File: src/rtl/md_scoreboard.sv
// md_scoreboard: fixed-latency multdiv tracker with completion queue, hazards and optional forwarding (MD_SCOREBOARD_FWD_EN)
module md_scoreboard #(
    parameter int STAGES = 16,
    parameter int DATA_W = 32,
    parameter int QDEPTH = 4
) (
    input  logic              clock,
    input  logic              reset,
    input  logic              flush,
    input  logic              issue_valid,
    input  logic              issue_is_div,
    input  logic [4:0]        issue_rd,
    output logic              issue_ready,
    input  logic [DATA_W-1:0] done_data,
    input  logic              done_exc,
    input  logic              wb_ready,
    output logic              wb_valid,
    output logic [4:0]        wb_rd,
    output logic [DATA_W-1:0] wb_data,
    output logic              wb_exc,
    output logic              wb_is_div,
    input  logic [4:0]        query_a,
    input  logic [4:0]        query_b,
    output logic              hazard_a,
    output logic              hazard_b,
    output logic              fwd_a_valid,
    output logic              fwd_b_valid,
    output logic [DATA_W-1:0] fwd_a_data,
    output logic [DATA_W-1:0] fwd_b_data,
    output logic              busy
);
    localparam int PW = $clog2(QDEPTH);
    localparam int CW = PW + 1;
    localparam int OW = $clog2(STAGES + QDEPTH + 1);

    logic [STAGES-1:0] st_v;
    logic [4:0]        st_rd [STAGES];
    logic [STAGES-1:0] st_div;
    logic [4:0]        q_rd [QDEPTH];
    logic [DATA_W-1:0] q_data [QDEPTH];
    logic [QDEPTH-1:0] q_exc;
    logic [QDEPTH-1:0] q_div;
    logic [PW-1:0]     wptr;
    logic [PW-1:0]     rptr;
    logic [CW-1:0]     count;
    logic [OW-1:0]     inflight;
    logic [DATA_W+1:0] look_a;
    logic [DATA_W+1:0] look_b;
    logic              accept;
    logic              push;
    logic              pop;

    assign accept      = issue_valid & issue_ready & ~flush;
    assign push        = st_v[STAGES-1];
    assign pop         = wb_valid & wb_ready & ~flush;
    assign issue_ready = (inflight + OW'(count)) < OW'(QDEPTH);
    assign busy        = (|st_v) | (count != '0);
    assign wb_valid    = count != '0;
    assign wb_rd       = wb_valid ? q_rd[rptr] : 5'd0;
    assign wb_data     = wb_valid ? q_data[rptr] : '0;
    assign wb_exc      = wb_valid & q_exc[rptr];
    assign wb_is_div   = wb_valid & q_div[rptr];
    assign hazard_a    = look_a[DATA_W+1];
    assign fwd_a_valid = look_a[DATA_W];
    assign fwd_a_data  = look_a[DATA_W-1:0];
    assign hazard_b    = look_b[DATA_W+1];
    assign fwd_b_valid = look_b[DATA_W];
    assign fwd_b_data  = look_b[DATA_W-1:0];

    // returns {hazard, fwd_valid, fwd_data}; stage entries are always younger than queued ones
    function automatic logic [DATA_W+1:0] lookup(input logic [4:0] q);
        logic          st_hit;
        logic          q_hit;
        logic [PW-1:0] idx;
`ifdef MD_SCOREBOARD_FWD_EN
        logic [DATA_W-1:0] q_dat;
        q_dat = '0;
`endif
        st_hit = 1'b0;
        q_hit  = 1'b0;
        for (int i = 0; i < STAGES; i++)
            if (st_v[i] && st_rd[i] == q) st_hit = 1'b1;
        for (int k = 0; k < QDEPTH; k++) begin
            idx = rptr + PW'(k);
            if (CW'(k) < count && q_rd[idx] == q) begin
                q_hit = 1'b1;
`ifdef MD_SCOREBOARD_FWD_EN
                q_dat = q_data[idx];
`endif
            end
        end
        if (q == 5'd0) return '0;
`ifdef MD_SCOREBOARD_FWD_EN
        return {st_hit, ~st_hit & q_hit, st_hit ? DATA_W'(0) : q_dat};
`else
        return {st_hit | q_hit, 1'b0, DATA_W'(0)};
`endif
    endfunction

    // number of ops still travelling through the fixed-latency pipe
    always_comb begin
        inflight = '0;
        for (int i = 0; i < STAGES; i++) inflight = inflight + OW'(st_v[i]);
    end

    // source-register lookups for the decode stage
    always_comb begin
        look_a = lookup(query_a);
        look_b = lookup(query_b);
    end

    // valid bits and queue bookkeeping; reset and flush both empty everything
    always_ff @(posedge clock) begin
        if (reset || flush) begin
            st_v  <= '0;
            wptr  <= '0;
            rptr  <= '0;
            count <= '0;
        end else begin
            st_v  <= {st_v[STAGES-2:0], accept};
            if (push) wptr <= wptr + 1'b1;
            if (pop) rptr <= rptr + 1'b1;
            count <= count + CW'(push) - CW'(pop);
        end
    end

    // op tags ride along with the valid bits; the pipe never stalls
    always_ff @(posedge clock) begin
        st_rd[0] <= issue_rd;
        for (int i = 1; i < STAGES; i++) st_rd[i] <= st_rd[i-1];
        st_div <= {st_div[STAGES-2:0], issue_is_div};
    end

    // capture the datapath result as the op leaves the final stage
    always_ff @(posedge clock) begin
        if (push) begin
            q_rd[wptr]   <= st_rd[STAGES-1];
            q_data[wptr] <= done_data;
            q_exc[wptr]  <= done_exc;
            q_div[wptr]  <= st_div[STAGES-1];
        end
    end
endmodule
File: config.mk
export PLATFORM = sky130hd
export DESIGN_NAME = md_scoreboard
export DESIGN_NICKNAME = d
export VERILOG_FILES = /design/src/rtl/md_scoreboard.sv
export SDC_FILE = /design/constraint.sdc
export NUM_CORES = 1
export LEC_CHECK = 0
export ABC_AREA = 1
export CAP_MARGIN = 25
export CORE_MARGIN = 2
export CORE_UTILIZATION = 50
export CTS_BUF_LIST = sky130_fd_sc_hd__clkbuf_16
export DETAILED_ROUTE_END_ITERATION = 10
export HOLD_SLACK_MARGIN = 0.08
export MAX_ROUTING_LAYER = met4
export PLACE_DENSITY = 0.73
export SLEW_MARGIN = 40
export SYNTH_ARGS = -nofsm -noshare
export SYNTH_HDL_FRONTEND = slang
export SYNTH_SLANG_ARGS = --single-unit
File: constraint.sdc
create_clock -name clock -period 3.8 [get_ports clock]
set_clock_uncertainty 0.1 [all_clocks]
set_input_delay 0.38 -clock clock [delete_from_list [all_inputs] [get_ports clock]]
set_output_delay 0.38 -clock clock [all_outputs]
set_load 0.03 [all_outputs]
==> results of run 1 <==
## layout by cell type (no fill, tap or decap), types with 2 or more instances in the layout
master,count
clkinv_1,9
ha_1,16
a22oi_1,4
fa_1,11
dfxtp_1,113
buf_4,44
nand4_1,3
o21ai_0,112
nand2_1,573
conb_1,66
xor2_1,4
inv_2,12
inv_1,127
nand3_1,95
dfxtp_2,6
o21ai_1,13
clkinv_4,3
nor2_1,325
nor3_1,3
nor2_2,2
edfxtp_1,156
dfxtp_4,2
bufinv_16,2
clkbuf_16,31
a21oi_1,46
clkinv_2,7
clkdlybuf4s50_1,95
## flip-flops by register name, summed over array words and instances (netlist names), named ones only
name and count:
st_v 16, q_rd 20, q_data 128, q_div 4, count 3, rptr 2
wptr 2, st_div 16, q_exc 4, st_rd 80
## worst paths after layout
check / from / to / slack (ns) / cells after the start
max: st_v[15]$_SDFF_PP0_ / issue_ready / -0.65 / 10
min: issue_rd[1] / st_rd[0][1]$_DFF_P_ / 0.15 / 1
max reg2reg: st_v[15]$_SDFF_PP0_ / st_v[0]$_SDFF_PP0_ / 0.25 / 10
min reg2reg: st_div[0]$_DFF_P_ / st_div[1]$_DFF_P_ / 0.22 / 0
## area by class of cell
class	count	area, um^2	share of cell area [%]
inverter	138	520	3.28
tap	341	427	2.69
clock buffer	31	776	4.88
sequential	277	7120	44.8
clock inverter	25	186	1.17
timing repair buffer	140	1290	8.14
multi-input combinational	1281	5560	35.0
## what timing repair did
| item | 4_1_cts | 5_1_grt |
|---|---|---|
| resized for setup | 0 | 6 |
| cloned | 0 | 0 |
| pin swaps | 0 | 4 |
| setup endpoints to repair | 1 | 2 |
## cell families (layout without fill, tap and decap cells)
kind of cell	after synthesis	after routing	synth area share [%]
simple gates	1006	1006	28.6
flops	277	277	51.8
compound gates	177	177	6.57
xor+xnor	5	5	0.319
fa+ha+maj	27	27	3.06
other cells	1	66	0.0273
buf+inv	275	334	9.68
## through the flow
step | util [%] | instances | setup slack, ns
after floorplan | - | 1833 | -0.00937
after global placement | 55.3 | 2177 | -0.0308
after detailed placement | 55.3 | 2177 | -0.0555
after CTS | 58.9 | 2233 | -0.674
after global routing | 58.9 | 2233 | -0.802
final | 58.9 | 2233 | -0.655
## layer usage
metal,up-vias,share of wire [%],track usage [%]
met1,5280,42,32.2
met2,538,47,41.9
met5,-,0,-
met4,0,3.2,8.03
met3,83,8.6,3.89
li1,5681,-,-
## cells in the mapped netlist
| library cell | number | area, um^2 |
|---|---|---|
| xor2_1 | 4 | 35.0 |
| edfxtp_1 | 156 | 4680 |
| ha_1 | 16 | 200 |
| nand4_1 | 3 | 18.8 |
| a21oi_1 | 46 | 230 |
| o21ai_1 | 13 | 65.1 |
| buf_1 | 12 | 45.0 |
| dfxtp_1 | 121 | 2420 |
| and3_1 | 1 | 6.26 |
| fa_1 | 11 | 220 |
| inv_2 | 9 | 33.8 |
| a22oi_1 | 4 | 30.0 |
| nand2_1 | 573 | 2150 |
| nor4_1 | 1 | 6.26 |
| nor3_1 | 4 | 20.0 |
| clkbuf_1 | 28 | 105 |
| xnor2_1 | 1 | 8.76 |
| clkbuf_2 | 2 | 10.0 |
| nor2_1 | 325 | 1220 |
| nor2_2 | 2 | 12.5 |
| o21ai_0 | 112 | 561 |
| nand2_2 | 1 | 6.26 |
| nand3_1 | 95 | 475 |
| a21o_1 | 1 | 7.51 |
| buf_4 | 70 | 526 |
| conb_1 | 1 | 3.75 |
| a2111oi_0 | 1 | 8.76 |
| clkinv_1 | 4 | 15.0 |
| or3_1 | 1 | 6.26 |
| inv_1 | 125 | 469 |
| buf_2 | 25 | 125 |
## power groups by stage
| stage | Sequential, mW | Combinational (mW) | Clock, mW |
|---|---|---|---|
| floorplan | 3.31 | 0.364 | 0 |
| global placement | 3.33 | 0.451 | 0 |
| detailed placement | 3.33 | 0.459 | 0 |
| CTS | 3.27 | 0.462 | 2.83 |
| global route | 3.28 | 0.522 | 2.94 |
| finish | 3.27 | 0.470 | 2.79 |
==> results.txt, run 1 <==
status: finished, violations left
violated checks: setup timing
HPWL after DPL: 23300 um
Sw Share: 23.8%
Worst VDD drop: 0.000329 V
NetSw: 1.55 mW
CTS sink count: 277
total iterations of the first detailed-routing run: 6
fin crit share: 117%
WP data arrival: 3.97 ns
Fmax: 224 MHz
Core Area: 27000 um^2
All-Layer GR Usage: 25.3%
total chip power: 6.53 mW
CP startpoint kind: flop
CTS Root Cell: clkbuf_16
Ys Warns: 0
final hold violation count: 0
Pwr per Cell Area: 411 nW/um^2
initial antenna violation count: 0
clk buf depth: 3
CTS tree: built
DRC: 0
final WL: 35800 um
Final Instance Area: 15900 um^2
area delta synth->final: 15.7%
drt initial violations: 1316
Initial Util: 50.9%
Vias: 11582
Slew Limit Fails: 0
TNS Setup: -0.655 ns
Max-slew headroom: 54.2%
IO buf count: 97
Top Family by Delay on Critical Path: adder cells
worst-path fanout max: 2
pin count of the biggest net entering global routing: 65
Clock Latency Late Sink: 0.57 ns
fin nets: 1949
Distinct cells, synth: 31
CTS buffer count: 30
filler instances: 2340
Yosys reg bits: 277
Mean Syn Cell Area: 7.76 um^2
DR WL/cell: 16.0 um
actual slew at the worst max-slew pin: 0.686 ns
Worst Path Required: 3.32 ns
sequential area share after synthesis: 51.8%
Clk pin slew, worst setup/hold paths: 0.06 ns
vias per cell: 5.19
final worst slack: -0.655 ns
n_diodes: 0
Row Count: 60
Post-Syn Instances: 1768
most used cell, CP: fa_1
first-pass GRT wire length: 55600 um
routability-driven placement congestion ratio: 0.950
hold_ws: 0.155 ns
Cell Area, Synth: 13700 um^2
Chip Height: 170 um
grt ovf: 0
die area: 28800 um^2
ANT nets after route: 0
Max Cap Viol: 0
crit path kind: reg -> out
Internal: 4.98 mW
crit path capture type: primary output
minimum clock period: 4.45 ns
Bufs and invs on worst path: 3
Critical-path top delay cell: fa_1
layout cells sized above 1: 6.13%
CP Cell Sequence: fa_1, fa_1, inv_2, fa_1, fa_1, inv_1, ha_1, a21o_1, a2111oi_4, buf_4
setup violators final: 1
combinational share of power: 7.2%
Post-DP Area: 14900 um^2
leakage dissipation: 7.25 nW
hold buffers post-CTS: 0
H-tree levels: 1
# Post-CTS Setup Buffers: 0
clock power share: 42.7%
Flop pwr share: 50.1%
vias in the first global route: 10866
# IOs: 164
RSZ-0062 raised after global routing: yes
CP max stage delay: 0.59 ns
worst min path class: in -> reg
die width: 170 um
No activity file was read; power rests on OpenSTA's default activity.
==> inputs of run 2 (changes only) <==
--- a/config.mk
+++ b/config.mk
@@ -13,7 +13,8 @@
 export DETAILED_ROUTE_END_ITERATION = 10
 export HOLD_SLACK_MARGIN = 0.08
 export MAX_ROUTING_LAYER = met4
-export PLACE_DENSITY = 0.73
+export PLACE_DENSITY = 0.76
+export REMOVE_ABC_BUFFERS = 1
 export SLEW_MARGIN = 40
 export SYNTH_ARGS = -nofsm -noshare
 export SYNTH_HDL_FRONTEND = slang
==> constraint.sdc (replaced) <==
create_clock -name clock -period 4 [get_ports clock]
set_clock_uncertainty 0.1 [all_clocks]
set_input_delay 0.4 -clock clock [delete_from_list [all_inputs] [get_ports clock]]
set_output_delay 0.4 -clock clock [all_outputs]
set_load 0.03 [all_outputs]
==> run 2 against run 1 <==
The flow still finishes with violations (setup timing). Global-route usage increased by 0.083 points. Sequential share of layout area about the same. Routed wire length increased by 0.13%. Cell area is essentially flat. Non-clock buffer count fell by 5. Combinational power down 4.5%. Clock-buffer cell count unchanged. Critical endpoint unchanged. Die area stayed put.
==> results.txt, run 2 (synthesis gave the netlist of run 1 again) <==
status: finished, violations left
violated checks: setup timing
Fmax: 224 MHz
routability-driven placement congestion ratio: 0.970 (+2.1%)
max FFs per register: 128 (unchanged)
# IOs: 164 (unchanged)
hold buffers post-CTS: 0 (unchanged)
minimum clock period: 4.46 ns
setup violators final: 1 (unchanged)
total chip power: 6.33 mW (-3.1%)
most used cell, CP: fa_1
fin util: 58.9% (about the same)
H-tree levels: 1 (unchanged)
clk buf depth: 3 (unchanged)
Clock Latency Late Sink: 0.56 ns (about the same)
actual slew at the worst max-slew pin: 0.838 ns (+0.152 ns)
Clk pin slew, worst setup/hold paths: 0.06 ns (about the same)
fin crit share: 111%
worst-path fanout max: 2 (unchanged)
Chip Height: 170 um (unchanged)
WP data arrival: 3.96 ns (about the same)
die width: 170 um (unchanged)
CTS sink count: 277 (unchanged)
first-pass GRT wire length: 55900 um (+0.57%)
register with the most flip-flops: q_data
DR WL/cell: 16.1 um (+0.45%)
Critical-path top delay cell: fa_1
leading cell type in the layout, fill and taps excluded: nand2_1
final WL: 35800 um (+0.13%)
CP Cell Sequence: fa_1, inv_2, fa_1, fa_1, fa_1, inv_1, ha_1, a21o_1, a2111oi_4, buf_4, buf_6
HPWL after DPL: 22500 um (-3.4%)
n_diodes: 0 (unchanged)
Row Count: 60 (unchanged)
Slew Limit Fails: 0 (unchanged)
TNS Setup: -0.458 ns (+0.196 ns)
layout cells sized above 1: 5.25% (-0.88 points)
Top Family by Delay on Critical Path: adder cells
initial antenna violation count: 0 (unchanged)
final worst slack: -0.458 ns (+0.196 ns)
grt ovf: 0 (unchanged)
Max-slew headroom: 44.1% (-10 points)
CTS Root Cell: clkbuf_16
Initial Util: 50.9% (unchanged)
Vias: 11675 (+0.80%)
pin count of the biggest net entering global routing: 75 (+15%)
Final Instance Area: 15900 um^2 (about the same)
drt initial violations: 1333 (+1.3%)
CP max stage delay: 0.55 ns (-0.04 ns)
Worst VDD drop: 0.000335 V (+2.1%)
CP startpoint kind: flop
vias in the first global route: 10708 (-1.5%)
area delta synth->final: 15.6% (about the same)
crit path kind: reg -> out
fin nets: 1943 (-0.31%)
ANT nets after route: 0 (unchanged)
CTS tree: built
All-Layer GR Usage: 25.4% (+0.083 points)
Core Area: 27000 um^2 (unchanged)
Post-DP Area: 14800 um^2 (-0.44%)
Pwr per Cell Area: 399 nW/um^2 (-3.0%)
vias per cell: 5.24 (+1.1%)
hold_ws: 0.175 ns (+0.0206 ns)
DRC: 0 (unchanged)
Worst Path Required: 3.50 ns (+0.18 ns)
Bufs and invs on worst path: 4 (+1)
Max Cap Viol: 0 (unchanged)
biggest regs: q_data (128), st_rd (80), q_rd (20)
CTS buffer count: 29 (-3.3%)
leakage dissipation: 7.23 nW (-0.24%)
crit path capture type: primary output
IO buf count: 97 (unchanged)
worst min path class: in -> reg
die area: 28800 um^2 (unchanged)
RSZ-0062 raised after global routing: yes
final hold violation count: 0 (unchanged)
commonest non-fill, non-tap cells in the layout: nand2_1, nor2_1, edfxtp_1, inv_1, dfxtp_1
total iterations of the first detailed-routing run: 6 (unchanged)
## run 2: cell types whose count changed in the layout (fill, tap and decap cells not counted), sizes merged
cell      change
bufinv        +2
buf           -5
clkinv        -3
clkinvlp      -1
## run 2: through the flow
stage	setup slack [ns]	instances
after CTS	-0.490	2226
after global routing	-0.596	2226
after floorplan	-0.917	1696
after detailed placement	-0.0222	2172
final	-0.458	2226
after global placement	0.00362	2172
## run 2: per-layer routing
layer | routed length, um | up-vias | part of all wire, % | GRT usage (%)
li1 | - | 5669 | - | -
met1 | 14600 | 5332 | 41 | 32.9
met2 | 17100 | 581 | 48 | 41.7
met3 | 3100 | 93 | 8.7 | 3.31
met4 | 957 | 0 | 2.7 | 8.10
met5 | 0 | - | 0 | -
## run 2: worst paths after layout
check | end | startpoint | cells past startpoint | slack, ns
min reg2reg | st_div[6]$_DFF_P_ | st_div[5]$_DFF_P_ | 0 | 0.23
max | issue_ready | st_v[0]$_SDFF_PP0_ | 11 | -0.46
min | st_rd[0][1]$_DFF_P_ | issue_rd[1] | 1 | 0.18
max reg2reg | st_v[0]$_SDFF_PP0_ | st_v[0]$_SDFF_PP0_ | 11 | 0.44
## run 2: power by group
part | total [mW] | internal (mW) | switching, mW
logic | 0.449 | 0.137 | 0.312
clock network | 2.77 | 1.66 | 1.11
registers | 3.11 | 3.06 | 0.0530
total | 6.33 | 4.85 | 1.48
## run 2: area by class of cell
cell class	instances	area (um^2)
Fill cell	2326	11100
Sequential cell	277	7110
Multi-Input combinational cell	1281	5570
Timing Repair Buffer	135	1260
Clock buffer	31	776
Inverter	138	518
Tap cell	341	427
Clock inverter	23	220
## run 2: timing repair
action,CTS,global route
gates resized for setup,5,4
setup buffers,0,0
setup endpoints to repair,1,2
pin swaps,2,0
